**config.mk**
```make
export PLATFORM = sky130hd
export DESIGN_NAME = ball_paddle_ctrl
export DESIGN_NICKNAME = d
export VERILOG_FILES = /design/src/rtl/ball_paddle_ctrl.sv
export SDC_FILE = /design/constraint.sdc
export NUM_CORES = 1
export LEC_CHECK = 0
export CORE_ASPECT_RATIO = 2
export CORE_MARGIN = 10
export CORE_UTILIZATION = 48
export CTS_BUF_LIST = sky130_fd_sc_hd__clkbuf_8
export CTS_CLUSTER_SIZE = 30
export DETAILED_ROUTE_END_ITERATION = 12
export PLACE_DENSITY = 0.67
export SLEW_MARGIN = 5
export SYNTH_ARGS = -nofsm -noshare
export SYNTH_HDL_FRONTEND = slang
export SYNTH_SLANG_ARGS = --single-unit
```
**constraint.sdc**
```tcl
create_clock -name clock -period 3.95 [get_ports clock]
set_clock_uncertainty 0.2 [all_clocks]
set_input_delay 0.79 -clock clock [delete_from_list [all_inputs] [get_ports clock]]
set_output_delay 0.79 -clock clock [all_outputs]
set_load 0.05 [all_outputs]
```
**src/rtl/ball_paddle_ctrl.sv**
```systemverilog
// Breakout per-frame game controller: paddle and ball motion, bounces, misses and lives.
// Every register advances once per frame, at the first pixel of vertical blanking.
module ball_paddle_ctrl #(
  parameter int H_VISIBLE   = 640,
  parameter int V_VISIBLE   = 480,
  parameter int BALL_SIZE   = 8,
  parameter int PADDLE_W    = 64,
  parameter int PADDLE_Y    = 440,
  parameter int PADDLE_STEP = 4,
  parameter int BALL_STEP   = 2,
  parameter int LIVES_INIT  = 3,
  parameter int MISS_FRAMES = 60
) (
  input  logic       clock,
  input  logic       reset,
  input  logic       pTick,
  input  logic [9:0] pixelX,
  input  logic [9:0] pixelY,
  input  logic       btnLeft,
  input  logic       btnRight,
  input  logic       btnServe,
  output logic [9:0] ballX,
  output logic [9:0] ballY,
  output logic [9:0] paddleX,
  output logic [1:0] lives,
  output logic [1:0] gameState,
  output logic       paddleHit,
  output logic       frameTick
);

  typedef enum logic [1:0] {
    ST_IDLE = 2'd0,
    ST_PLAY = 2'd1,
    ST_MISS = 2'd2,
    ST_OVER = 2'd3
  } state_t;

  localparam int CNT_W = $clog2(MISS_FRAMES + 1);

  localparam logic [10:0] L_HV    = 11'(H_VISIBLE);
  localparam logic [10:0] L_VV    = 11'(V_VISIBLE);
  localparam logic [10:0] L_BS    = 11'(BALL_SIZE);
  localparam logic [10:0] L_PW    = 11'(PADDLE_W);
  localparam logic [10:0] L_PY    = 11'(PADDLE_Y);
  localparam logic [10:0] L_PSTEP = 11'(PADDLE_STEP);
  localparam logic [10:0] L_BSTEP = 11'(BALL_STEP);
  localparam logic [10:0] L_PMAX  = 11'(H_VISIBLE - PADDLE_W);

  localparam logic [9:0] PADDLE_HOME = 10'((H_VISIBLE - PADDLE_W) / 2);
  localparam logic [9:0] PADDLE_MAX  = 10'(H_VISIBLE - PADDLE_W);
  localparam logic [9:0] PARK_OFS    = 10'(PADDLE_W / 2 - BALL_SIZE / 2);
  localparam logic [9:0] PARK_Y      = 10'(PADDLE_Y - BALL_SIZE);
  localparam logic [9:0] FLOOR_Y     = 10'(V_VISIBLE - BALL_SIZE);
  localparam logic [9:0] WALL_X      = 10'(H_VISIBLE - BALL_SIZE);
  localparam logic [9:0] P_STEP      = 10'(PADDLE_STEP);
  localparam logic [9:0] B_STEP      = 10'(BALL_STEP);

  localparam logic [CNT_W-1:0] MISS_LAST = CNT_W'(MISS_FRAMES - 1);
  localparam logic [1:0]       LIVES_RST = 2'(LIVES_INIT);

  state_t           r_state;
  logic [1:0]       r_lives;
  logic [9:0]       r_paddleX;
  logic [9:0]       r_ballX;
  logic [9:0]       r_ballY;
  logic             r_dirRight;
  logic             r_dirUp;
  logic [CNT_W-1:0] r_missCnt;
  logic             r_frameTick;
  logic             r_paddleHit;

  logic        w_update;
  logic [10:0] w_px;
  logic [10:0] w_bx;
  logic [10:0] w_by;
  logic [9:0]  w_paddleNext;
  logic [9:0]  w_ballXNext;
  logic [9:0]  w_ballYNext;
  logic        w_dirRightNext;
  logic        w_dirUpNext;
  logic        w_hit;
  logic        w_miss;

  assign w_update = pTick && (pixelX == 10'd0) && ({1'b0, pixelY} == L_VV);
  assign w_px     = {1'b0, r_paddleX};
  assign w_bx     = {1'b0, r_ballX};
  assign w_by     = {1'b0, r_ballY};

  always_comb begin
    w_paddleNext = r_paddleX;
    if (btnLeft && !btnRight) begin
      if (w_px < L_PSTEP) w_paddleNext = 10'd0;
      else                w_paddleNext = r_paddleX - P_STEP;
    end else if (btnRight && !btnLeft) begin
      if (w_px + L_PSTEP > L_PMAX) w_paddleNext = PADDLE_MAX;
      else                         w_paddleNext = r_paddleX + P_STEP;
    end
  end

  // Axes resolve independently so a corner reflects both directions in one frame.
  always_comb begin
    w_ballXNext    = r_ballX;
    w_dirRightNext = r_dirRight;
    w_ballYNext    = r_ballY;
    w_dirUpNext    = r_dirUp;
    w_hit          = 1'b0;
    w_miss         = 1'b0;

    if (r_dirRight) begin
      if (w_bx + L_BS + L_BSTEP >= L_HV) begin
        w_ballXNext    = WALL_X;
        w_dirRightNext = 1'b0;
      end else begin
        w_ballXNext = r_ballX + B_STEP;
      end
    end else begin
      if (w_bx < L_BSTEP) begin
        w_ballXNext    = 10'd0;
        w_dirRightNext = 1'b1;
      end else begin
        w_ballXNext = r_ballX - B_STEP;
      end
    end

    if (r_dirUp) begin
      if (w_by < L_BSTEP) begin
        w_ballYNext = 10'd0;
        w_dirUpNext = 1'b0;
      end else begin
        w_ballYNext = r_ballY - B_STEP;
      end
    end else begin
      w_hit = (w_by + L_BS <= L_PY) && (w_by + L_BS + L_BSTEP >= L_PY) &&
              (w_bx + L_BS > w_px) && (w_bx < w_px + L_PW);
      if (w_hit) begin
        w_ballYNext = PARK_Y;
        w_dirUpNext = 1'b1;
      end else if (w_by + L_BS + L_BSTEP >= L_VV) begin
        w_ballYNext = FLOOR_Y;
        w_miss      = 1'b1;
      end else begin
        w_ballYNext = r_ballY + B_STEP;
      end
    end
  end

  always_ff @(posedge clock) begin
    if (reset) begin
      r_state     <= ST_IDLE;
      r_lives     <= LIVES_RST;
      r_paddleX   <= PADDLE_HOME;
      r_ballX     <= PADDLE_HOME + PARK_OFS;
      r_ballY     <= PARK_Y;
      r_dirRight  <= 1'b1;
      r_dirUp     <= 1'b1;
      r_missCnt   <= '0;
      r_frameTick <= 1'b0;
      r_paddleHit <= 1'b0;
    end else begin
      r_frameTick <= w_update;
      r_paddleHit <= 1'b0;
      if (w_update) begin
        case (r_state)
          ST_IDLE: begin
            r_paddleX <= w_paddleNext;
            if (btnServe) begin
              r_state    <= ST_PLAY;
              r_dirRight <= 1'b1;
              r_dirUp    <= 1'b1;
            end else begin
              r_ballX <= w_paddleNext + PARK_OFS;
              r_ballY <= PARK_Y;
            end
          end
          ST_PLAY: begin
            r_paddleX   <= w_paddleNext;
            r_ballX     <= w_ballXNext;
            r_ballY     <= w_ballYNext;
            r_dirRight  <= w_dirRightNext;
            r_dirUp     <= w_dirUpNext;
            r_paddleHit <= w_hit;
            if (w_miss) begin
              r_state   <= ST_MISS;
              r_missCnt <= '0;
              if (r_lives != 2'd0) r_lives <= r_lives - 2'd1;
            end
          end
          ST_MISS: begin
            r_paddleX <= w_paddleNext;
            if (r_missCnt == MISS_LAST) begin
              r_missCnt <= '0;
              r_state   <= (r_lives == 2'd0) ? ST_OVER : ST_IDLE;
            end else begin
              r_missCnt <= r_missCnt + 1'b1;
            end
          end
          ST_OVER: begin
            if (btnServe) begin
              r_lives <= LIVES_RST;
              r_state <= ST_IDLE;
            end
          end
          default: r_state <= ST_IDLE;
        endcase
      end
    end
  end

  assign ballX     = r_ballX;
  assign ballY     = r_ballY;
  assign paddleX   = r_paddleX;
  assign lives     = r_lives;
  assign gameState = r_state;
  assign paddleHit = r_paddleHit;
  assign frameTick = r_frameTick;

endmodule

```
==> results.txt, run 1 <==
outcome - finished, final reports clean
crit share post-route - 93.3%
Initial Util - 49.2%
first-pass detailed-route iteration total - 5
routability cong. - 1.02
Skew-Pair Late Insertion Delay - 0.31 ns
gr ovfl total - 0
final setup fails - 0
P&R area growth vs syn - 17.9%
Reg-to-Reg Start - ballX[7]
Sink Count - 43
Pwr Density - 159 mW/mm2
register bit total from synthesis - 43
prevailing post-synth register cell - dfxtp_1
largest family of logic cells by synthesized area - compound AO/OA/AOI/OAI gates
final hold viol count - 0
crit path launch - ballX[7]
Mean Syn Cell Area - 7.21 um2
EDFF count, synth - 0
kind of start point of the critical path - flip-flop
I/O Buffers - 60
largest net degree at the start of global routing - 32
cts hold-fix bufs - 0
maximum cell stage delay along the critical path - 0.53 ns
FFs w/ async S/R, synth - 0%
fmax - 271 MHz
Die W - 90.5 um
LEAKAGE - 0.00205 uW
Max FO, Critical Path - 14
CP required - 3.92 ns
critical path arrival - 3.66 ns
die height - 161 um
DRT iter0 DRCs - 404
Post-Layout Cell Count - 836
sequential-to-total area share from yosys stat - 18.1%
syn nets - 723
DR DRC count - 0
CTS max path bufs - 2
hpwl dp - 13.3 mm
Slew HR - 55.6%
cell with the largest stage delay on the worst path - dfxtp_1
IO Pins - 62
initial antenna violation count - 0
nets@finish - 765
final WL - 16.6 mm
clk slew on worst S/H paths - 0.09 ns
Post-Synth Simple-Gate Area - 28.9%
total of max-cap violations - 0
Synth cell types - 80
slew at the pin closest to its max-slew limit - 0.662 ns
xor and xnor area share after synthesis - 6.04%
vias - 5263
full die area - 0.0146 mm2
mux share of post-synthesis cell area - 1.29%
num rows - 51
layout cells sized above 1 - 7.81%
CTS resizes - 0
CTS tree - done
Setup crit end kind - flip-flop
Core ar. - 0.00970 mm2
average wire per cell in the routed design - 19.8 um
Warnings, synthesis - 0
CP Class - flip-flop to flip-flop
setup TNS - 0 ns
final antenna-violating net count - 0
adder-cell share of the synthesized area - 9.45%
CTS H-Tree Depth - 2
Mapped Area - 0.00477 mm2
GR Util All Layers - 22.2%
first-pass GRT wire length - 26.9 mm
HP Start - ballX[0]
peak supply drop - 0.155 mV
setup repair after global routing missed its margin - false
crit path cell chain - nand3_1, nor2_1, xor2_1, ha_1, nand4_1, nor2_1, nor4_1, a221oi_1, o21ai_1, o21ai_4, o31ai_1, o32ai_1
via/cell ratio - 6.30
number of global-route vias before repair - 5221
most used cell along the critical path - nor2_1
Hold WC Path Type - flip-flop to flip-flop
Synth Area in Compound Gates - 29.0%
Mapped Cells - 661
Slew Limit Fails - 0
# diodes - 0
total CTS buffers - 5
Clock Tree Root - clkbuf_8
dpl cells - 828
Post-CTS Setup Inserts - 0
Final min period - 3.69 ns
==> metrics by stage <==
| step | power (uW) | worst slack [ns] | util (%) | hold WS, ns | area (um2) |
|---|---|---|---|---|---|
| floorplan | 501 | 0.369 | - | 0.257 | 4770 |
| global placement | 546 | 0.224 | 56.7 | 0.275 | 5500 |
| detailed placement | 548 | 0.188 | 56.7 | 0.280 | 5500 |
| CTS | 896 | 0.317 | 57.9 | 0.297 | 5610 |
| global route | 922 | 0.0180 | 57.9 | 0.321 | 5620 |
| finish | 893 | 0.264 | 57.9 | 0.292 | 5620 |
==> sequential cells by signal, summed over array words and instances (netlist names) <==
name	flops
ballX	10
paddleX	10
ballY	9
r_missCnt	6
gameState	2
lives	2
frameTick	1
paddleHit	1
r_dirRight	1
r_dirUp	1
==> cells in the mapped netlist (all sizes together) (4+ instances only) <==
cell,number,area share (%)
nor2b,11,1.4
buf,17,1.9
nor3,17,1.9
o21ai,41,4.5
xor2,10,1.8
clkbuf,30,2.4
o21a,4,0.63
a31o,4,0.73
a221o,4,0.84
mux2i,5,1.0
a22oi,5,0.89
nand2,57,4.5
a21o,6,0.94
and2,9,1.2
or4,4,0.63
nand3,25,2.7
a311oi,5,1.0
nor4,14,1.8
a211oi,15,2.5
dfxtp,43,18
o31ai,9,1.5
or3,14,1.8
a21oi,35,3.7
a31oi,15,2.1
o211ai,9,1.5
o22ai,5,0.66
xnor2,22,4.2
nor2,60,4.7
inv,36,2.8
and3b,4,0.73
and3,9,1.2
o221ai,5,0.92
ha,36,9.4
nand2b,8,1.0
nand4,13,1.7
==> final timing paths <==
path | to | cells after the start | slack, ns
worst max register to register | r_missCnt[1] | 12 | 0.26
worst min-delay path | ballX[0] | 2 | 0.29
worst min register to register | ballX[0] | 2 | 0.29
worst max-delay path | r_missCnt[1] | 12 | 0.26
==> cells by family after synthesis <==
logic type	after synthesis
multiplexers	6
XOR/XNOR	32
AO/OA/AOI/OAI	196
flip-flops	43
AND/OR/NAND/NOR	264
buffers and inverters	83
adder cells (fa/ha/maj)	36
other	1
==> placed cells by master (no fill, tap or decap), types with 6 or more instances in the layout <==
cell and n:
clkdlybuf4s50_1 60, and3_1 9, nor2b_1 11, nor4_1 13, a21oi_1 35, nand2b_1 8, nand3_1 24, xor2_1 10
dfxtp_1 43, a211oi_1 14, and2_1 9, a21o_1 6, or3_1 14, nand4_1 13, xnor2_1 21, ha_1 36
o21ai_0 35, buf_4 22, nand2_1 57, a31oi_1 14, o31ai_1 8, nor3_1 16, o211ai_1 8, inv_1 36
nor2_1 60
==> layer usage <==
layer | GRT usage (%) | vias to the layer above | wire length (um)
met5 | 0 | - | 0
met4 | 14.6 | 0 | 1100
met3 | 2.85 | 60 | 682
met2 | 42.7 | 181 | 9060
met1 | 21.2 | 2481 | 5750
li1 | - | 2541 | -
==> critical path: cells and delay by family, from the launching register on <==
kind | cells | cell delay (ns)
flip-flops | 1 | 0.53
AND/OR/NAND/NOR | 5 | 0.87
AO/OA/AOI/OAI | 5 | 1.40
adder cells (fa/ha/maj) | 1 | 0.29
XOR/XNOR | 1 | 0.25
==> where the power goes <==
| group | leakage, uW | internal, uW | switching [uW] |
|---|---|---|---|
| clock | 0.0000581 | 188 | 167 |
| combinational | 0.00165 | 46.6 | 54.0 |
| sequential | 0.000347 | 435 | 2.29 |
| total | 0.00205 | 670 | 223 |
==> final cells by class <==
type | instances | area [um2]
repair buffers | 82 | 766
fillers | 994 | 4080
flip-flops and latches | 43 | 861
multi-input cells | 535 | 3580
inverters | 36 | 135
clock inverters | 3 | 43.8
well taps | 132 | 165
clock buffers | 5 | 68.8
Note: power is estimated with default switching activity, not from simulation.
==> run 2, diff against run 1 <==
==> constraint.sdc (replaced) <==
create_clock -name clock -period 3.95 [get_ports clock]
set_clock_uncertainty 0.2 [all_clocks]
set_input_delay 0.79 -clock clock [delete_from_list [all_inputs] [get_ports clock]]
set_output_delay 0.79 -clock clock [all_outputs]
set_load 0.1 [all_outputs]
==> run 2 against run 1 <==
Register-to-register slack worse by 0.02 ns. Sequential share of layout area is 0.18 points higher. First-iteration DRC count is 5.0% higher. Worst setup slack worse by 0.024 ns. Non-clock buffer count is 2 higher. Sequential power hardly changed. Sequential cell count stayed put. Maximum frequency is 0.65% lower. Via count is 0.95% higher. Critical path depth is 3 lower.
==> results.txt, run 2 (synthesized netlist as in run 1, its figures left out) <==
Met2 Wirelength - 9.70 mm
setup TNS - 0 ns
number of global-route vias before repair - 5198
R2R depth - 9
peak supply drop - 0.226 mV
via/cell ratio - 6.34
WL met1 - 5.80 mm
final WL - 17.0 mm
kind of start point of the critical path - flip-flop
GR Util All Layers - 22.6%
Slew HR - 32.3%
Hold Path Depth - 2
total CTS buffers - 5
Max FO, Critical Path - 16
Skew-Pair Late Insertion Delay - 0.31 ns
setup repair after global routing missed its margin - false
final setup fails - 0
I/O Buffers - 60
total of max-cap violations - 0
CTS H-Tree Depth - 2
HP Start - ballX[0]
CTS tree - done
DRT iter0 DRCs - 424
final antenna-violating net count - 0
Die W - 90.5 um
Sink Count - 43
DR DRC count - 0
num rows - 51
gr ovfl total - 0
CTS max path bufs - 2
final hold viol count - 0
first-pass GRT wire length - 27.2 mm
routability cong. - 1.01
crit share post-route - 93.9%
Fillers - 998
die height - 161 um
commonest non-fill, non-tap cell in the layout - nor2_1
Slew Limit Fails - 0
post-route cell area - 0.00556 mm2
flop-to-flop setup slack - 0.24 ns
hpwl dp - 13.3 mm
Reg-to-Reg Start - ballY[4]
CP required - 3.96 ns
slew at the pin closest to its max-slew limit - 1.01 ns
fmax - 270 MHz
Overall Power - 852 uW
Initial Util - 49.2%
largest net degree at the start of global routing - 32
outcome - finished, final reports clean
layout cells sized above 1 - 11.5%
# diodes - 0
vias - 5313
nets@finish - 767
Pwr Density - 153 mW/mm2
Worst Hold End - ballX[0]
initial antenna violation count - 0
P&R area growth vs syn - 16.5%
Hold WC Path Type - flip-flop to flip-flop
CP Class - flip-flop to flip-flop
critical path arrival - 3.72 ns
multi-input logic area - 0.00358 mm2
average wire per cell in the routed design - 20.3 um
met3 wire len - 768 um
commonest cells after routing, fill and taps aside - 60 x nor2_1, 57 x nand2_1, 47 x buf_4, 43 x dfxtp_1, 37 x clkdlybuf4s50_1
Core ar. - 0.00970 mm2
register area - 861 um2
full die area - 0.0146 mm2
LEAKAGE - 0.00207 uW
clk slew on worst S/H paths - 0.10 ns
first-pass detailed-route iteration total - 5
IO Pins - 62
Setup crit end kind - flip-flop
Clock Tree Root - clkbuf_8
Crit Reg-Reg Endpoint - ballY[7]
Final min period - 3.71 ns
Post-DP Area - 0.00546 mm2
DR top layer - met4
Post-CTS Setup Inserts - 0
run 2: cell count changes in the layout (fill, tap and decap cells not counted), sizes merged:
cell / delta
clkdlybuf4s50: -23
buf: +25
clkinv: -2
clkinvlp: +2
inv: +1
bufinv: -1
run 2: per-stage QoR:
step / utilization, % / std cells / hold slack, ns / worst slack (ns)
3_3_place_gp: 56.3 / 830 / 0.270 / 0.219
3_5_place_dp: 56.3 / 830 / 0.281 / 0.226
2_1_floorplan: - / 661 / 0.257 / 0.0198
5_1_grt: 57.3 / 838 / 0.322 / 0.00393
6_report: 57.3 / 838 / 0.294 / 0.240
4_1_cts: 57.2 / 838 / 0.294 / 0.228
run 2: final cells by class:
type                            instances  area share, %
Multi-Input combinational cell        535           64.4
Sequential cell                        43           15.5
Timing Repair Buffer                   84           13.0
Tap cell                              132           2.97
Inverter                               36           2.43
Clock buffer                            5           1.24
Clock inverter                          3          0.428
run 2: worst max-delay path, stage by stage, from the launching register on:
cell      delay [ns]
dfxtp_1         0.72
inv_1           0.23
ha_1            0.38
or4b_1          0.49
nand3_1         0.12
a32oi_1         0.10
a211oi_1        0.32
o21ai_1         0.23
or3_1           0.49
a31oi_1         0.32
run 2: how the worst max path moves through the flow:
stage,start,endpoint,slack [ns],cells after the start
floorplan,ballX[3],ballY[1],0.02,14
global placement,pixelX[1],ballX[9],0.22,8
detailed placement,pixelY[8],ballX[9],0.23,8
CTS,ballY[4],paddleHit,0.23,9
global route,ballX[4],gameState[0],0.004,14
finish,ballY[4],ballY[7],0.24,9
run 2: per-layer routing:
metal,vias to the layer above,track usage [%]
li1,2545,-
met1,2521,21.8
met2,194,44.4
met3,53,3.27
met4,0,11.4
met5,-,0
run 2: report_power, final:
group | switching [uW] | internal (uW) | leakage (uW)
clock | 181 | 127 | 0.0000408
sequential | 2.75 | 435 | 0.000347
combinational | 59.4 | 46.4 | 0.00168
total | 243 | 608 | 0.00207
run 2: what timing repair did:
item | 4_1_cts | 5_1_grt
hold buffers | 0 | 0
setup endpoints to repair | 0 | 4
gates resized for setup | 0 | 1
==> run 3, diff against run 2 <==
--- a/config.mk
+++ b/config.mk
@@ -6,7 +6,7 @@
 export NUM_CORES = 1
 export LEC_CHECK = 0
 export CORE_ASPECT_RATIO = 2
-export CORE_MARGIN = 10
+export CORE_MARGIN = 4
 export CORE_UTILIZATION = 48
 export CTS_BUF_LIST = sky130_fd_sc_hd__clkbuf_8
 export CTS_CLUSTER_SIZE = 30
==> run 3 against run 2 <==
Sequential share of layout area is essentially flat. Die area shrank 20%. Sequential cell count is the same. Core utilization grew 0.052 points. Register-to-register slack is essentially flat. Worst hold slack gained 0.0047 ns. Sequential power is essentially flat. Worst setup slack is essentially flat. Critical path type unchanged. Largest cell class unchanged. Highest routed layer unchanged.
==> results.txt, run 3 (synthesized netlist as in run 1, its figures left out) <==
total of max-cap violations - 0
Sink Count - 43
Setup crit end kind - flip-flop
sequential share of power - 52.6%
hpwl dp - 12.9 mm
Worst Slack Setup Final - 0.240 ns
via/cell ratio - 6.33
I/O Buffers - 60
Slew Limit Fails - 0
initial antenna violation count - 0
GR Util All Layers - 28.3%
CP Class - flip-flop to flip-flop
die height - 149 um
pre-CTS setup slack - 0.161 ns
Clock Tree Root - clkbuf_8
num rows - 51
Post-CTS Setup Inserts - 0
Clk pwr share - 34.6%
switching power - 228 uW
# diodes - 0
nets@finish - 769
crit share post-route - 93.9%
first-pass GRT wire length - 26.2 mm
Pwr Density - 150 mW/mm2
commonest cells after routing, fill and taps aside - 60 x nor2_1, 57 x nand2_1, 48 x buf_4, 43 x dfxtp_1, 38 x clkdlybuf4s50_1
vias - 5318
setup repair after global routing missed its margin - false
fmax - 270 MHz
IO Pins - 62
full die area - 0.0117 mm2
final hold viol count - 0
internal power - 603 uW
Gate power share - 12.8%
Max FO, Critical Path - 10
Skew-Pair Late Insertion Delay - 0.30 ns
P&R area growth vs syn - 16.6%
final setup fails - 0
Core ar. - 0.00970 mm2
commonest non-fill, non-tap cell in the layout - nor2_1
setup TNS - 0 ns
Slew HR - 32.0%
CTS tree - done
Fillers - 984
layout cells sized above 1 - 11.3%
LEAKAGE - 0.00208 uW
peak supply drop - 0.239 mV
Die W - 78.5 um
first-pass detailed-route iteration total - 5
Final min period - 3.71 ns
final WL - 16.5 mm
routability cong. - 0.999
average wire per cell in the routed design - 19.6 um
CP required - 3.91 ns
maximum cell stage delay along the critical path - 0.48 ns
total CTS buffers - 5
cts hold-fix bufs - 0
final antenna-violating net count - 0
Overall Power - 832 uW
largest net degree at the start of global routing - 33
clk slew on worst S/H paths - 0.09 ns
DRT iter0 DRCs - 241
cell with the largest stage delay on the worst path - o31ai_1
flop-to-flop setup slack - 0.24 ns
gr ovfl total - 0
critical path arrival - 3.67 ns
WHS - 0.299 ns
number of global-route vias before repair - 5172
CTS max path bufs - 2
CTS H-Tree Depth - 2
CTS resizes - 0
outcome - finished, final reports clean
crit path cell chain - ha_1, nand3_1, xnor2_1, inv_1, ha_1, nand4_1, nor2_1, nor4_1, a221oi_1, o21ai_1, o21ai_2, buf_4, o31ai_1, o32ai_1
slew at the pin closest to its max-slew limit - 1.02 ns
sw frac - 27.4%
Initial Util - 49.2%
DR DRC count - 0
most used cell along the critical path - ha_1
Hold WC Path Type - flip-flop to flip-flop
kind of start point of the critical path - flip-flop
-- run 3: cell types whose count changed in the layout (fill, tap and decap cells not counted), sizes merged --
cell,delta
clkinv,+1
clkinvlp,-1
buf,+1
clkdlybuf4s50,+1
-- run 3: metrics by stage --
step | utilization, % | cell area [um2] | instances
CTS | 57.3 | 5560 | 840
global placement | 56.4 | 5480 | 832
finish | 57.3 | 5560 | 840
floorplan | - | 4770 | 661
detailed placement | 56.4 | 5480 | 832
global route | 57.3 | 5560 | 840
-- run 3: worst paths after layout --
path	startpoint	endpoint	cells past startpoint
min reg2reg	r_missCnt[1]	r_missCnt[1]	2
max	ballX[3]	r_missCnt[1]	14
max reg2reg	ballX[3]	r_missCnt[1]	14
min	r_missCnt[1]	r_missCnt[1]	2
-- run 3: power by group through the flow --
stage / combinational [uW] / sequential (uW) / clock, uW
after detailed placement: 106 / 447 / 0
after global routing: 115 / 438 / 304
after CTS: 107 / 437 / 294
after global placement: 104 / 447 / 0
final: 106 / 437 / 288
after floorplan: 52.6 / 454 / 0
-- run 3: final cells by class --
type,count,area (um2),share of cell area [%]
multi-input combinational,535,3570,64.3
timing repair buffer,86,741,13.3
tap,132,165,2.97
sequential,43,861,15.5
clock buffer,5,68.8,1.24
inverter,36,135,2.43
clock inverter,3,16.3,0.293
-- run 3: worst max-delay path, delay by kind of cell, from the launching register on --
kind                     cells  cell delay, ns
flip-flops                   1            0.43
buffers and inverters        2            0.30
adder cells (fa/ha/maj)      2            0.60
XOR/XNOR                     1            0.19
AO/OA/AOI/OAI                5            1.24
AND/OR/NAND/NOR              4            0.61
-- run 3: layer usage --
| metal | part of all wire, % | track usage, % | routed length, um | up-vias |
|---|---|---|---|---|
| li1 | - | - | - | 2560 |
| met1 | 36 | 28.7 | 5980 | 2532 |
| met2 | 54 | 52.9 | 8900 | 165 |
| met3 | 2.9 | 2.72 | 483 | 61 |
| met4 | 6.7 | 19.4 | 1110 | 0 |
| met5 | 0 | 0 | 0 | - |
